--- config.mk ---
export PLATFORM = sky130hd
export DESIGN_NAME = led_pwm_fade_flat
export DESIGN_NICKNAME = d
export VERILOG_FILES = /design/src/rtl/led_pwm_fade_if.sv /design/src/rtl/led_pwm_fade.sv /design/src/flat_wrapper.sv
export SDC_FILE = /design/constraint.sdc
export NUM_CORES = 1
export LEC_CHECK = 0
export CORE_UTILIZATION = 50
export CTS_CLUSTER_DIAMETER = 200
export DETAILED_ROUTE_END_ITERATION = 10
export PLACE_DENSITY = 0.69
export SLEW_MARGIN = 5
export SYNTH_ARGS = -nofsm -noshare
export SYNTH_HDL_FRONTEND = slang
export SYNTH_SLANG_ARGS = --single-unit
--- constraint.sdc ---
create_clock -name CLK_i -period 12.3 [get_ports CLK_i]
set_input_delay 2.46 -clock CLK_i [delete_from_list [all_inputs] [get_ports CLK_i]]
set_output_delay 2.46 -clock CLK_i [all_outputs]
set_load 0.01 [all_outputs]
--- src/rtl/led_pwm_fade_if.sv ---
// Pattern/brightness/enable inputs and PWM pin outputs of the LED fade stage.
// Signal names match the block's pin list, so the direction suffixes stay.
interface led_pwm_fade_if #(
    parameter int LED_NUM  = 8,
    parameter int PWM_BITS = 8
);
    logic [LED_NUM-1:0]  pat_i;
    logic [PWM_BITS-1:0] bright_i;
    logic                en_i;
    logic [LED_NUM-1:0]  LED_o;
    logic                frame_o;

    modport master (
        output pat_i,
        output bright_i,
        output en_i,
        input  LED_o,
        input  frame_o
    );

    modport slave (
        input  pat_i,
        input  bright_i,
        input  en_i,
        output LED_o,
        output frame_o
    );
endinterface

--- src/rtl/led_pwm_fade.sv ---
// Per-LED PWM brightness with an optional linear fade trail after a pattern bit clears.
// Define LED_PWM_FADE_TRAIL_EN to build the decay trail; otherwise levels are pattern x brightness.
module led_pwm_fade #(
    parameter int CLK_FREQ    = 300_000_000,
    parameter int LED_NUM     = 8,
    parameter int PWM_BITS    = 8,
    parameter int PWM_FREQ    = 1_000,
    parameter int FADE_FRAMES = 8,
    parameter int DECAY       = 16
) (
    input logic           CLK_i,
    input logic           RST_i,
    led_pwm_fade_if.slave bus
);

    localparam int PRE_RAW = CLK_FREQ / (PWM_FREQ * (2 ** PWM_BITS));
    localparam int PRE_DIV = (PRE_RAW < 1) ? 1 : PRE_RAW;
    localparam int PRE_W   = (PRE_DIV > 1) ? $clog2(PRE_DIV) : 1;
    localparam logic [PRE_W-1:0] PRE_LAST = PRE_W'(PRE_DIV - 1);

    if (FADE_FRAMES < 1 || DECAY < 1 || LED_NUM < 1 || PWM_BITS < 1) begin : g_bad_cfg
        $error("led_pwm_fade: FADE_FRAMES, DECAY, LED_NUM and PWM_BITS must all be >= 1");
    end

    logic [PRE_W-1:0]    pre;
    logic                tick;
    logic [PWM_BITS-1:0] cnt;
    logic                frame_bnd;
    logic                frame_q;
    logic [LED_NUM-1:0]  led_q;
    logic [PWM_BITS-1:0] level    [LED_NUM];
    logic [PWM_BITS-1:0] level_nx [LED_NUM];

    assign tick      = (pre == PRE_LAST);
    assign frame_bnd = tick & (cnt == '1);

    always_ff @(posedge CLK_i) begin
        if (RST_i) begin
            pre <= '0;
        end else if (tick) begin
            pre <= '0;
        end else begin
            pre <= pre + 1'b1;
        end
    end

    // cnt wraps naturally from all-ones back to zero
    always_ff @(posedge CLK_i) begin
        if (RST_i) begin
            cnt <= '0;
        end else if (tick) begin
            cnt <= cnt + 1'b1;
        end
    end

    always_ff @(posedge CLK_i) begin
        if (RST_i) begin
            frame_q <= 1'b0;
        end else begin
            frame_q <= frame_bnd;
        end
    end

`ifdef LED_PWM_FADE_TRAIL_EN
    localparam int FC_W = (FADE_FRAMES > 1) ? $clog2(FADE_FRAMES) : 1;
    localparam logic [FC_W-1:0]     FC_LAST = FC_W'(FADE_FRAMES - 1);
    localparam logic [PWM_BITS-1:0] DECAY_L = PWM_BITS'(DECAY);

    logic [FC_W-1:0] fcnt;
    logic            decay_step;

    assign decay_step = (fcnt == FC_LAST);

    always_ff @(posedge CLK_i) begin
        if (RST_i) begin
            fcnt <= '0;
        end else if (frame_bnd) begin
            fcnt <= decay_step ? '0 : fcnt + 1'b1;
        end
    end
`endif

    // Next level, applied only on a frame boundary; load beats decay, then clamp to brightness
    always_comb begin
        for (int i = 0; i < LED_NUM; i++) begin
            level_nx[i] = level[i];
            if (bus.pat_i[i]) begin
                level_nx[i] = bus.bright_i;
            end
`ifdef LED_PWM_FADE_TRAIL_EN
            else if (decay_step) begin
                level_nx[i] = (int'(level[i]) > DECAY) ? level[i] - DECAY_L : '0;
            end
`else
            else begin
                level_nx[i] = '0;
            end
`endif
            if (level_nx[i] > bus.bright_i) begin
                level_nx[i] = bus.bright_i;
            end
        end
    end

    always_ff @(posedge CLK_i) begin
        if (RST_i) begin
            for (int i = 0; i < LED_NUM; i++) begin
                level[i] <= '0;
            end
        end else if (frame_bnd) begin
            for (int i = 0; i < LED_NUM; i++) begin
                level[i] <= level_nx[i];
            end
        end
    end

    always_ff @(posedge CLK_i) begin
        if (RST_i) begin
            led_q <= '0;
        end else begin
            for (int i = 0; i < LED_NUM; i++) begin
                led_q[i] <= bus.en_i & (cnt < level[i]);
            end
        end
    end

    assign bus.LED_o   = led_q;
    assign bus.frame_o = frame_q;

endmodule

--- src/flat_wrapper.sv ---
// flat-port wrapper written by rule: the top's interface ports become plain ports
module led_pwm_fade_flat 
#(
    parameter int CLK_FREQ    = 300_000_000,
    parameter int LED_NUM     = 8,
    parameter int PWM_BITS    = 8,
    parameter int PWM_FREQ    = 1_000,
    parameter int FADE_FRAMES = 8,
    parameter int DECAY       = 16
)
  (CLK_i, RST_i, bus_pat_i, bus_bright_i, bus_en_i, bus_LED_o, bus_frame_o);
  led_pwm_fade_if #(.LED_NUM(LED_NUM), .PWM_BITS(PWM_BITS)) bus_i ();
  input logic CLK_i;
  input logic RST_i;
  input wire logic [$bits(bus_i.pat_i)-1:0] bus_pat_i;
  input wire logic [$bits(bus_i.bright_i)-1:0] bus_bright_i;
  input wire logic [$bits(bus_i.en_i)-1:0] bus_en_i;
  output wire logic [$bits(bus_i.LED_o)-1:0] bus_LED_o;
  output wire logic [$bits(bus_i.frame_o)-1:0] bus_frame_o;
  assign bus_i.pat_i = bus_pat_i;
  assign bus_i.bright_i = bus_bright_i;
  assign bus_i.en_i = bus_en_i;
  assign bus_LED_o = bus_i.LED_o;
  assign bus_frame_o = bus_i.frame_o;
  led_pwm_fade #(.CLK_FREQ(CLK_FREQ), .LED_NUM(LED_NUM), .PWM_BITS(PWM_BITS), .PWM_FREQ(PWM_FREQ), .FADE_FRAMES(FADE_FRAMES), .DECAY(DECAY)) u_core (.CLK_i(CLK_i), .RST_i(RST_i), .bus(bus_i));
endmodule
==> results.toml, run 1 <==
[floorplan]
die_w_um = 100
die_h_um = 100
coreArea_um2 = 9280
io_pins = 28
fp.dieArea_um2 = 10000
initial_core_util = 0.519
row_count = 35

[finish]
seq_area_um2 = 2480
final_cell_mix = "edfxtp_1 (64), inv_1 (61), ha_1 (59)"
layout_commonest_cell = "edfxtp_1"
nFillCells = 789
fin_nets = 535
area_growth_pct = 12.0
fin_util = 0.582
drive_gt1_frac = 0.0455
diodes = 0
multi_input_area_um2 = 2080
final_cells = 591
final_area_um2 = 5400

[synthesis]
syn_area_per_cell_um2 = 11.3
synth_nets = 505
synth-simple-area-share = 0.160
synth-seq-cells = 92
synth_top_family_by_area = "simple AND/OR/NAND/NOR gates"
synth_area_um2 = 4820
synth_xor_area_frac = 0.0182
synthAdderAreaFrac = 0.153
synth-compound-area-share = 0.0950
yosys.area.top_type_share = 0.399
netlist_instances = 427
seq_area_frac_synth = 0.515
yosysUniqueCellTypes = 32
synth_area_leader_cell = "edfxtp_1"
ys_warn_count = 0
synth_area_leaders = "edfxtp_1 (40%), ha_1 (15%), dfxtp_1 (12%)"
synthMuxAreaShare = 0.00208

[worst_setup_path]
slowest_stage = "clkdlybuf4s50_1"
critPathRequiredTime_ns = 12.29
crit_arrival_ns = 4.19
reg2reg_depth = 4
critPathMaxFanout = 64
r2r_end = "u_core.level[0][20]"
cp_top_family = "buffers and inverters"
crit_path_start_kind = "input port"
timing_worst_setup_path_type = "in -> reg"
worst_setup_path_end_kind = "flip-flop"
crit_chain = "clkdlybuf4s50_1 -> o21bai_4 -> buf_4"
crit_buf_inv = 2
r2r_start = "u_core.cnt[4]"
regToRegSetupSlack_ns = 9.58
critPathMaxStageDelay_ns = 0.82

[timing]
finalSetupTns_ns = 0
worstMarginPinSlew_ns = 0.789
drv_slew = 0
period_share = 0.341
hold_ws_ns = 0.489
relSlewSlack = 0.474
skew_ns = 0.0108
finalSetupViolations = 0
hold_viol = 0
clock.fmax_mhz = 238
period_minus_slack_ns = 4.20
rsz0062_at_grt = "no"

[detailed_routing]
wl_met1_um = 3910
wl_met3_um = 400
drt_iter0_drc = 102
top_layer_used = "met4"
wl_per_cell_um = 15.7
met2_length_um = 4800
drc = 0
drtAntennaViolNets = 0
viasPerCell = 5.32
via_count = 3145
dr.pass1.iters = 4
routed_wirelength_um = 9300

[power_and_ir_drop]
vdd_ir_drop_max_mv = 0.0826
power_frac_seq = 0.611
p_switching_uw = 133
power.density_nw_per_um2 = 105
p_int_uw = 434
switching_share = 0.235
leakage_nw = 2.47
pwr-share-comb = 0.072
clockPowerShare = 0.317

[clock_network]
clkSinkCount = 92
cts-root-buf = "clkbuf_8"
post_cts_buffers = 0
cts_made_buffers = 9
postCtsHoldBufs = 0
htree_levels = 3
ctsResizeCount = 0
clk_pin_slew_worst_paths_ns = 0.09
cts_tree = "yes"
clockBufferDepth = 2
clock_latency_ns = 0.36

[grt]
overflow = 0
grt_pass1_wl_um = 15200
antenna_found_initial = 0
grt_util_all_layers = 0.208
grt_pass1_vias = 3059
grt_max_degree = 65

[min_path]
hold_depth = 1
hold_start = "u_core.pre[0]"
holdPathEnd = "u_core.pre[0]"
hp-class = "reg -> reg"

[place]
dp.cells = 575
hpwlAfterDp_um = 6050
io_buffers = 27
placed_area_um2 = 5240
routabilityCongestion = 0.774

[job]
cap_violations = 0

[run_status]
status = "completed"
==> cell families (layout without fill, tap and decap cells) <==
kind of cell | count (synthesis) | in the layout
AO/OA/AOI/OAI | 69 | 69
XOR/XNOR | 10 | 10
adder cells (fa/ha/maj) | 59 | 59
buffers and inverters | 70 | 105
flip-flops | 92 | 92
multiplexers | 1 | 1
AND/OR/NAND/NOR | 126 | 126
==> stage by stage <==
stage	power, mW	setup slack, ns
after floorplan	0.375	7.45
after global placement	0.394	7.80
after detailed placement	0.396	7.73
after CTS	0.575	8.10
after global routing	0.594	8.02
final	0.568	8.10
==> layer usage <==
layer,global-route usage,vias to the layer above
met2,0.377,55
met4,0.0713,0
met5,0,-
li1,-,1605
met3,0.0467,13
met1,0.241,1472
==> worst max-delay path by stage <==
stage | slack [ns] | start | to | cells after the start
6_report | 8.10 | RST_i | u_core.level[0][20] | 3
4_1_cts | 8.10 | RST_i | u_core.level[1][30] | 3
5_1_grt | 8.02 | RST_i | u_core.level[1][27] | 3
3_5_place_dp | 7.73 | RST_i | u_core.level[1][13] | 3
2_1_floorplan | 7.45 | RST_i | u_core.level[0][0] | 2
3_3_place_gp | 7.80 | RST_i | u_core.level[1][14] | 3
==> Yosys cell counts <==
master / number
a211o_1: 8
a211oi_1: 16
a21oi_1: 6
a41oi_1: 8
and2_1: 16
and3_1: 49
and4_1: 1
buf_2: 4
buf_4: 2
clkbuf_1: 4
dfxtp_1: 28
edfxtp_1: 64
ha_1: 59
inv_1: 60
mux2i_1: 1
nand2_1: 5
nand2b_1: 18
nand3_1: 4
nand4_1: 4
nand4_2: 1
nor2_1: 13
nor2b_1: 3
nor3_1: 2
nor3_2: 1
nor4b_2: 2
o21ai_0: 26
o21bai_1: 1
o31ai_1: 4
or3_1: 3
or4_1: 4
xnor2_1: 5
xor2_1: 5
==> flip-flops by register name (all words and copies together) (netlist names) <==
name and count:
u_core.level 64, u_core.pre 11, u_core.bus.LED_o 8, u_core.cnt 8, u_core.bus.frame_o 1
==> final cells by class <==
class / count / share of cell area
Sequential cell: 92 / 0.459
Multi-Input combinational cell: 265 / 0.385
Timing Repair Buffer: 29 / 0.0528
Inverter: 60 / 0.0417
Tap cell: 129 / 0.0299
Clock buffer: 10 / 0.0236
Clock inverter: 6 / 0.00718
==> power groups by stage <==
| stage | clock, mW | combinational (mW) | sequential, mW |
|---|---|---|---|
| 2_1_floorplan | 0 | 0.0204 | 0.355 |
| 4_1_cts | 0.186 | 0.0416 | 0.347 |
| 5_1_grt | 0.199 | 0.0466 | 0.349 |
| 6_report | 0.180 | 0.0408 | 0.347 |
| 3_5_place_dp | 0 | 0.0413 | 0.354 |
| 3_3_place_gp | 0 | 0.0398 | 0.354 |
No activity file was read; power rests on OpenSTA's default activity.
==> run 2, diff against run 1 <==
==> constraint.sdc (replaced) <==
create_clock -name CLK_i -period 4 [get_ports CLK_i]
set_input_delay 0.8 -clock CLK_i [delete_from_list [all_inputs] [get_ports CLK_i]]
set_output_delay 0.8 -clock CLK_i [all_outputs]
set_load 0.01 [all_outputs]
==> results.toml, run 2 (synthesized netlist as in run 1, its figures left out) <==
[floorplan]
die_h_um = 100
fp.dieArea_um2 = 10000
die_w_um = 100
io_pins = 28
coreArea_um2 = 9280
initial_core_util = 0.519
row_count = 35

[clock_network]
cts_tree = "yes"
clock_latency_ns = 0.36
cts-root-buf = "clkbuf_8"
clockBufferDepth = 2
clk_pin_slew_worst_paths_ns = 0.09
cts_made_buffers = 9
post_cts_buffers = 0
ctsResizeCount = 0
postCtsHoldBufs = 0
clkSinkCount = 92
htree_levels = 3

[finish]
top_register = "u_core.level"
final_cell_mix = "edfxtp_1 (64), inv_1 (60), ha_1 (59)"
fin_util = 0.586
nFillCells = 807
largest_register_ffs = 64
final_area_um2 = 5440
drive_gt1_frac = 0.0539
diodes = 0
layout_commonest_cell = "edfxtp_1"
fin_nets = 537
area_growth_pct = 12.7
top_regs = "u_core.level (64), u_core.pre (11)"

[timing]
drv_slew = 0
period_share = 0.705
period_minus_slack_ns = 2.82
clock.fmax_mhz = 355
rsz0062_at_grt = "no"
worstMarginPinSlew_ns = 0.921
finalSetupViolations = 0
finalSetupTns_ns = 0
skew_ns = 0.0128
relSlewSlack = 0.384
hold_viol = 0

[worst_setup_path]
worst_setup_path_end_kind = "flip-flop"
critPathMaxFanout = 32
timing_worst_setup_path_type = "reg -> reg"
crit_arrival_ns = 2.87
crit_path_start_kind = "flip-flop"
critPathRequiredTime_ns = 4.05

[place]
io_buffers = 27
routabilityCongestion = 0.843
hpwlAfterDp_um = 7130
placed_area_um2 = 5250

[detailed_routing]
dr.pass1.iters = 5
drc = 0
wl_per_cell_um = 16.5
viasPerCell = 5.40
drtAntennaViolNets = 0
routed_wirelength_um = 9760
via_count = 3204
drt_iter0_drc = 151

[grt]
overflow = 0
grt_max_degree = 50
grt_pass1_vias = 3231
grt_util_all_layers = 0.211
grt_pass1_wl_um = 15700
antenna_found_initial = 0

[power_and_ir_drop]
leakage_nw = 2.48
power.density_nw_per_um2 = 329
vdd_ir_drop_max_mv = 0.184

[min_path]
hp-class = "reg -> reg"

[run_status]
status = "completed"

[job]
cap_violations = 0
run 2: changes by cell type in the layout (fill, tap and decap cells not counted):
cell	before	now
inv_1	61	60
clkinvlp_4	0	1
inv_4	2	0
clkinv_4	1	3
clkbuf_8	9	10
clkbuf_1	1	0
buf_4	2	4
run 2: metrics by stage:
step,std cells,setup WS [ns],hold WS [ns],power (mW)
2_1_floorplan,427,0.717,0.437,1.15
3_3_place_gp,577,1.24,0.459,1.22
3_5_place_dp,577,1.15,0.473,1.22
4_1_cts,593,1.16,0.494,1.80
5_1_grt,593,0.992,0.531,1.86
6_report,593,1.18,0.492,1.79
run 2: cell type report:
cell class / count / area [um2] / share of cell area
Clock buffer: 10 / 138 / 0.0253
Clock inverter: 6 / 47.5 / 0.00875
Inverter: 60 / 225 / 0.0414
Multi-Input combinational cell: 265 / 2080 / 0.383
Sequential cell: 92 / 2480 / 0.457
Tap cell: 129 / 161 / 0.0297
Timing Repair Buffer: 31 / 300 / 0.0552
run 2: power breakdown:
group          switching, mW  internal (mW)  total [mW]
registers             0.0132           1.05        1.07
clock network          0.341          0.247       0.588
logic                 0.0764         0.0556       0.132
total                  0.430           1.36        1.79
run 2: final timing paths:
path | endpoint | slack, ns | depth (start not counted) | start
worst max register to register | u_core.level[1][5] | 1.18 | 5 | u_core.cnt[1]
worst max-delay path | u_core.level[1][5] | 1.18 | 5 | u_core.cnt[1]
worst min-delay path | u_core.pre[0] | 0.49 | 1 | u_core.pre[0]
worst min register to register | u_core.pre[0] | 0.49 | 1 | u_core.pre[0]
run 2: critical path: stages, from the launching register on:
cell	delay (ns)
dfxtp_1	0.58
ha_1	0.25
nand2_1	0.12
or3_1	0.43
o21bai_4	0.74
buf_4	0.38
run 2: per-layer routing:
metal	GRT usage	vias to the layer above	wire length, um
li1	-	1617	-
met1	0.265	1502	4400
met2	0.365	74	4820
met3	0.0348	11	392
met4	0.0792	0	154
met5	0	-	0
==> patch 1, RTL diff (config.mk and constraints of run 1) <==
`CLK_FREQ` is set to 300_000_000 in 2 places; all go to 600_000_000.
--- a/src/rtl/led_pwm_fade.sv
+++ b/src/rtl/led_pwm_fade.sv
@@ -3,3 +3,3 @@
 module led_pwm_fade #(
-    parameter int CLK_FREQ    = 300_000_000,
+    parameter int CLK_FREQ    = 600_000_000,
     parameter int LED_NUM     = 8,
--- a/src/flat_wrapper.sv
+++ b/src/flat_wrapper.sv
@@ -3,3 +3,3 @@
 #(
-    parameter int CLK_FREQ    = 300_000_000,
+    parameter int CLK_FREQ    = 600_000_000,
     parameter int LED_NUM     = 8,
Check against the original RTL: no difference found for any inputs over 10 cycles, from zero or initial values and one cycle with RST_i high; that may be too few to reach the edited logic, so the function may still have changed.
==> patch 1 against run 1 <==
- total power grew 2.2%
- area after synthesis grew 5.1%
- largest power group unchanged
- global-route usage shrank 0.61 points
- sequential cell count grew 1
- clock power grew 6%
- routed wire length grew 7.2%
- first-iteration DRC count grew 12%
- setup slack gained 72 ps
- largest cell class unchanged
- design area grew 4.4%
==> patch 1: results (changes against run 1) <==
stage	metric	value	unit	change
critical_path	endpoint	u_core.level[0][8]		
logic_synthesis	ys_seq_area_share	49.4	%	-2.1 points
logic_synthesis	syn_area_per_cell	11.6	um2	+2.4%
routing	firstDrtPassIters	4		unchanged
critical_path	reg2reg_depth	4		unchanged
cells_and_area	drive_gt1_share	7.59	%	+3.0 points
global_routing	grt_pass1_vias	3088		+0.95%
critical_path	crit_fanout	64		unchanged
routing	routedWlPerCell	16.4	um	+4.4%
clock_tree	post_cts_buffers	0		unchanged
placed_design	gp_congestion	0.794		+2.6%
routing	drtIter0Drc	114		+12%
placed_design	hpwl	6.61	mm	+9.3%
logic_synthesis	synth_nets	516		+2.2%
cells_and_area	antenna_cells	0		unchanged
power	p_leak	0.00250	uW	+1.0%
timing	fin_skew	15.5	ps	+4.74 ps
global_routing	grt_max_degree	65		unchanged
critical_path	crit_arrival	4110	ps	-80 ps
power	finalPower	580	uW	+2.2%
placed_design	place_inst	591		+2.8%
logic_synthesis	yosys_most_used_dff	edfxtp_1		
timing	post-route-min-period	4120	ps	-72.2 ps
critical_path	cp_slowest_cell	buf_4		
global_routing	grt.total_usage	20.2	%	-0.61 points
logic_synthesis	synthDistinctLibCells	40		+25%
timing	relSlewSlack	42.5	%	-4.9 points
power	powerComb	40.6	uW	
logic_synthesis	synthArstFlopShare	0	%	unchanged
critical_path	reg2reg_slack	9750	ps	+170 ps
logic_synthesis	synth_edf_count	64		unchanged
status	outcome	completed		
placed_design	placed_area	5470	um2	+4.4%
cells_and_area	instances_no_fill	607		+2.7%
critical_path	crit-reg2reg-launch	u_core.cnt[5]		
critical_path	r2r-end	u_core.level[1][4]		
cells_and_area	largestRegisters	u_core.level x64, u_core.pre x12		
clock_tree	root_buffer	clkbuf_8		
logic_synthesis	ys_top_cells_by_count	64 x edfxtp_1, 59 x ha_1, 59 x inv_1, 33 x and2_1, 29 x dfxtp_1		
cells_and_area	nNetsFinal	547		+2.2%
global_routing	grt_pass1_wl	15.4	mm	+1.3%
routing	drt-vias-per-instance	5.43		+2.1%
critical_path	crit_start	RST_i		
power	p_sw	131	uW	-1.7%
clock_tree	clk_pin_slew	80	ps	
placed_design	pre_cts_slack	7830	ps	+98.6 ps
power	vdd_ir_drop_max	0.0731	mV	-12%
clock_tree	cts_buffers	9		unchanged
power	clock_net_power	191	uW	+6%
hold_path	hold_path.class	flip-flop to flip-flop		
critical_path	critPathMaxStageDelay	630	ps	-190 ps
logic_synthesis	ys_top_cells_by_area	edfxtp_1 38%, ha_1 15%, dfxtp_1 11%, inv_1 4.4%, and2_1 4.1%		
-- patch 1: cell types whose count changed after synthesis, moves of 4 or more --
cell,before,now
and3_1,49,23
and2_1,16,33
and3b_1,0,9
and3_2,0,6
nor4b_4,0,5
xor2_1,5,10
nor2_1,13,17
-- patch 1: how the worst min path moves through the flow --
stage             startpoint             to  slack, ps  depth (start not counted)
2_1_floorplan  u_core.pre[0]  u_core.pre[0]        430                          1
3_3_place_gp   u_core.pre[0]  u_core.pre[0]        440                          1
3_5_place_dp   u_core.pre[0]  u_core.pre[0]        460                          1
4_1_cts        u_core.pre[0]  u_core.pre[0]        470                          1
5_1_grt        u_core.pre[0]  u_core.pre[0]        490                          1
6_report       u_core.pre[0]  u_core.pre[0]        470                          1
-- patch 1: area by class of cell --
cell class                      count  area [um2]
Clock buffer                       14         166
Sequential cell                    93        2500
Tap cell                          133         166
Multi-Input combinational cell    277        2290
Inverter                           59         221
Timing Repair Buffer               29         285
Fill cell                         867        4180
Clock inverter                      2        10.0
-- patch 1: critical path: cells and delay by family --
| kind | cells | cell delay, ps |
|---|---|---|
| AOI/OAI and AO/OA | 1 | 160 |
| buffers and inverters | 3 | 1430 |
-- patch 1: cell families (layout without fill, tap and decap cells) --
group           after synthesis  count (layout)  share of synthesized area, %
compound gates               66              66                          8.87
fa+ha+maj                    59              59                          14.6
xor+xnor                     12              12                          2.07
buf+inv                      68             104                          5.38
flops                        93              93                          49.4
mux                           1               1                         0.198
simple gates                139             139                          19.5
-- patch 1: routing by layer --
| metal | vias to the layer above | wire length [um] | GRT usage, % |
|---|---|---|---|
| met4 | 0 | 241 | 8.57 |
| met5 | - | 0 | 0 |
| li1 | 1645 | - | - |
| met2 | 75 | 4940 | 34.7 |
| met1 | 1558 | 4310 | 24.9 |
| met3 | 20 | 468 | 3.59 |
==> patch 2, RTL diff (settings of run 1) <==
Without the edit above. Build with the macro `LED_PWM_FADE_TRAIL_EN` defined.
--- a/src/rtl/led_pwm_fade.sv
+++ b/src/rtl/led_pwm_fade.sv
@@ -2,2 +2,4 @@
 // Define LED_PWM_FADE_TRAIL_EN to build the decay trail; otherwise levels are pattern x brightness.
+`define LED_PWM_FADE_TRAIL_EN
+
 module led_pwm_fade #(
Behaviour: no difference found for any inputs over 10 cycles, from zero or initial values and one cycle with RST_i high; that may be too few to reach the edited logic, so the function may still have changed.
==> patch 2 against run 1 <==
- design area is 72% higher
- first-iteration DRC count grew to 6.3 times the old value
- area after synthesis rose by 78%
- total power grew 42%
- final cell count up 100%
- register-to-register slack worse by 1600 ps
- routed wire length increased to 2.6 times the old value
- sequential cell count up 3
- setup slack got worse by 1500 ps
- highest routed layer unchanged
==> patch 2: results (changes against run 1) <==
stage	metric	value	unit	change
critical_path	crit_start	bus_bright_i[4]		
logic_synthesis	synthDistinctLibCells	64		+100%
hold_path	hold_depth	2		+1
logic_synthesis	synthMuxAreaShare	0.975	%	+0.77 points
logic_synthesis	ys_top_cells_by_count	141 x ha_1, 86 x a21oi_1, 77 x inv_1, 73 x nand2_1, 64 x edfxtp_1		
logic_synthesis	post_synth_xor_area_fraction	2.45	%	+0.63 points
critical_path	reg2reg_depth	11		+7
global_routing	grt.total_usage	27.5	%	+6.7 points
status	outcome	completed		
timing	worstMarginPinSlew	960	ps	+170 ps
logic_synthesis	synth_compound_area_share	24.0	%	+14 points
power	p_leak	0.00383	uW	+55%
critical_path	endpoint	u_core.level[1][30]		
routing	wl_met1	10.9	mm	+180%
global_routing	grt_util_met2	44.5	%	+6.8 points
global_routing	use_met1	37.3	%	+13 points
routing	route.met2.wl	10.7	mm	+120%
routing	wirelength	23.9	mm	+160%
placed_design	hpwl	16.2	mm	+170%
routing	firstDrtPassIters	5		+1
power	vdd_ir_drop_max	0.0749	mV	-9.3%
placed_design	gp_congestion	0.878		+14%
routing	drtIter0Drc	645		+530%
timing	fin_skew	13.0	ps	+2.26 ps
cells_and_area	num-fill-cells	1515		+92%
power	p_sw	247	uW	+86%
placed_design	pre_cts_slack	6300	ps	-1430 ps
routing	drt-vias-per-instance	6.37		+20%
global_routing	grt_pass1_vias	7241		+140%
hold_path	min_to	u_core.pre[10]		
critical_path	crit_fanout	15		-77%
global_routing	grt_pass1_wl	38.0	mm	+150%
critical_path	crit_arrival	5810	ps	+1620 ps
routing	wl_met3	1.58	mm	+290%
[patch 2: final cells by class]
type | count | area share, %
Inverter | 81 | 3.32
Multi-Input combinational cell | 756 | 60.1
Clock inverter | 6 | 0.538
Timing Repair Buffer | 32 | 3.31
Clock buffer | 10 | 2.46
Sequential cell | 95 | 27.3
Tap cell | 220 | 2.96
[patch 2: power groups by stage]
stage / registers, uW / clock network [uW] / logic [uW]
floorplan: 368 / 0 / 119
global placement: 370 / 0 / 163
detailed placement: 370 / 0 / 166
CTS: 363 / 276 / 167
global route: 364 / 287 / 190
finish: 363 / 274 / 169
[patch 2: through the flow]
stage                     cell area (um2)  util (%)  hold slack (ps)  power, uW  cells
final                                9310      55.7              494        806   1200
after global routing                 9310      55.7              522        841   1200
after CTS                            9310      55.7              495        806   1200
after detailed placement             9030      54.1              475        536   1184
after global placement               9030      54.1              469        533   1184
after floorplan                      8600         -              453        486    966
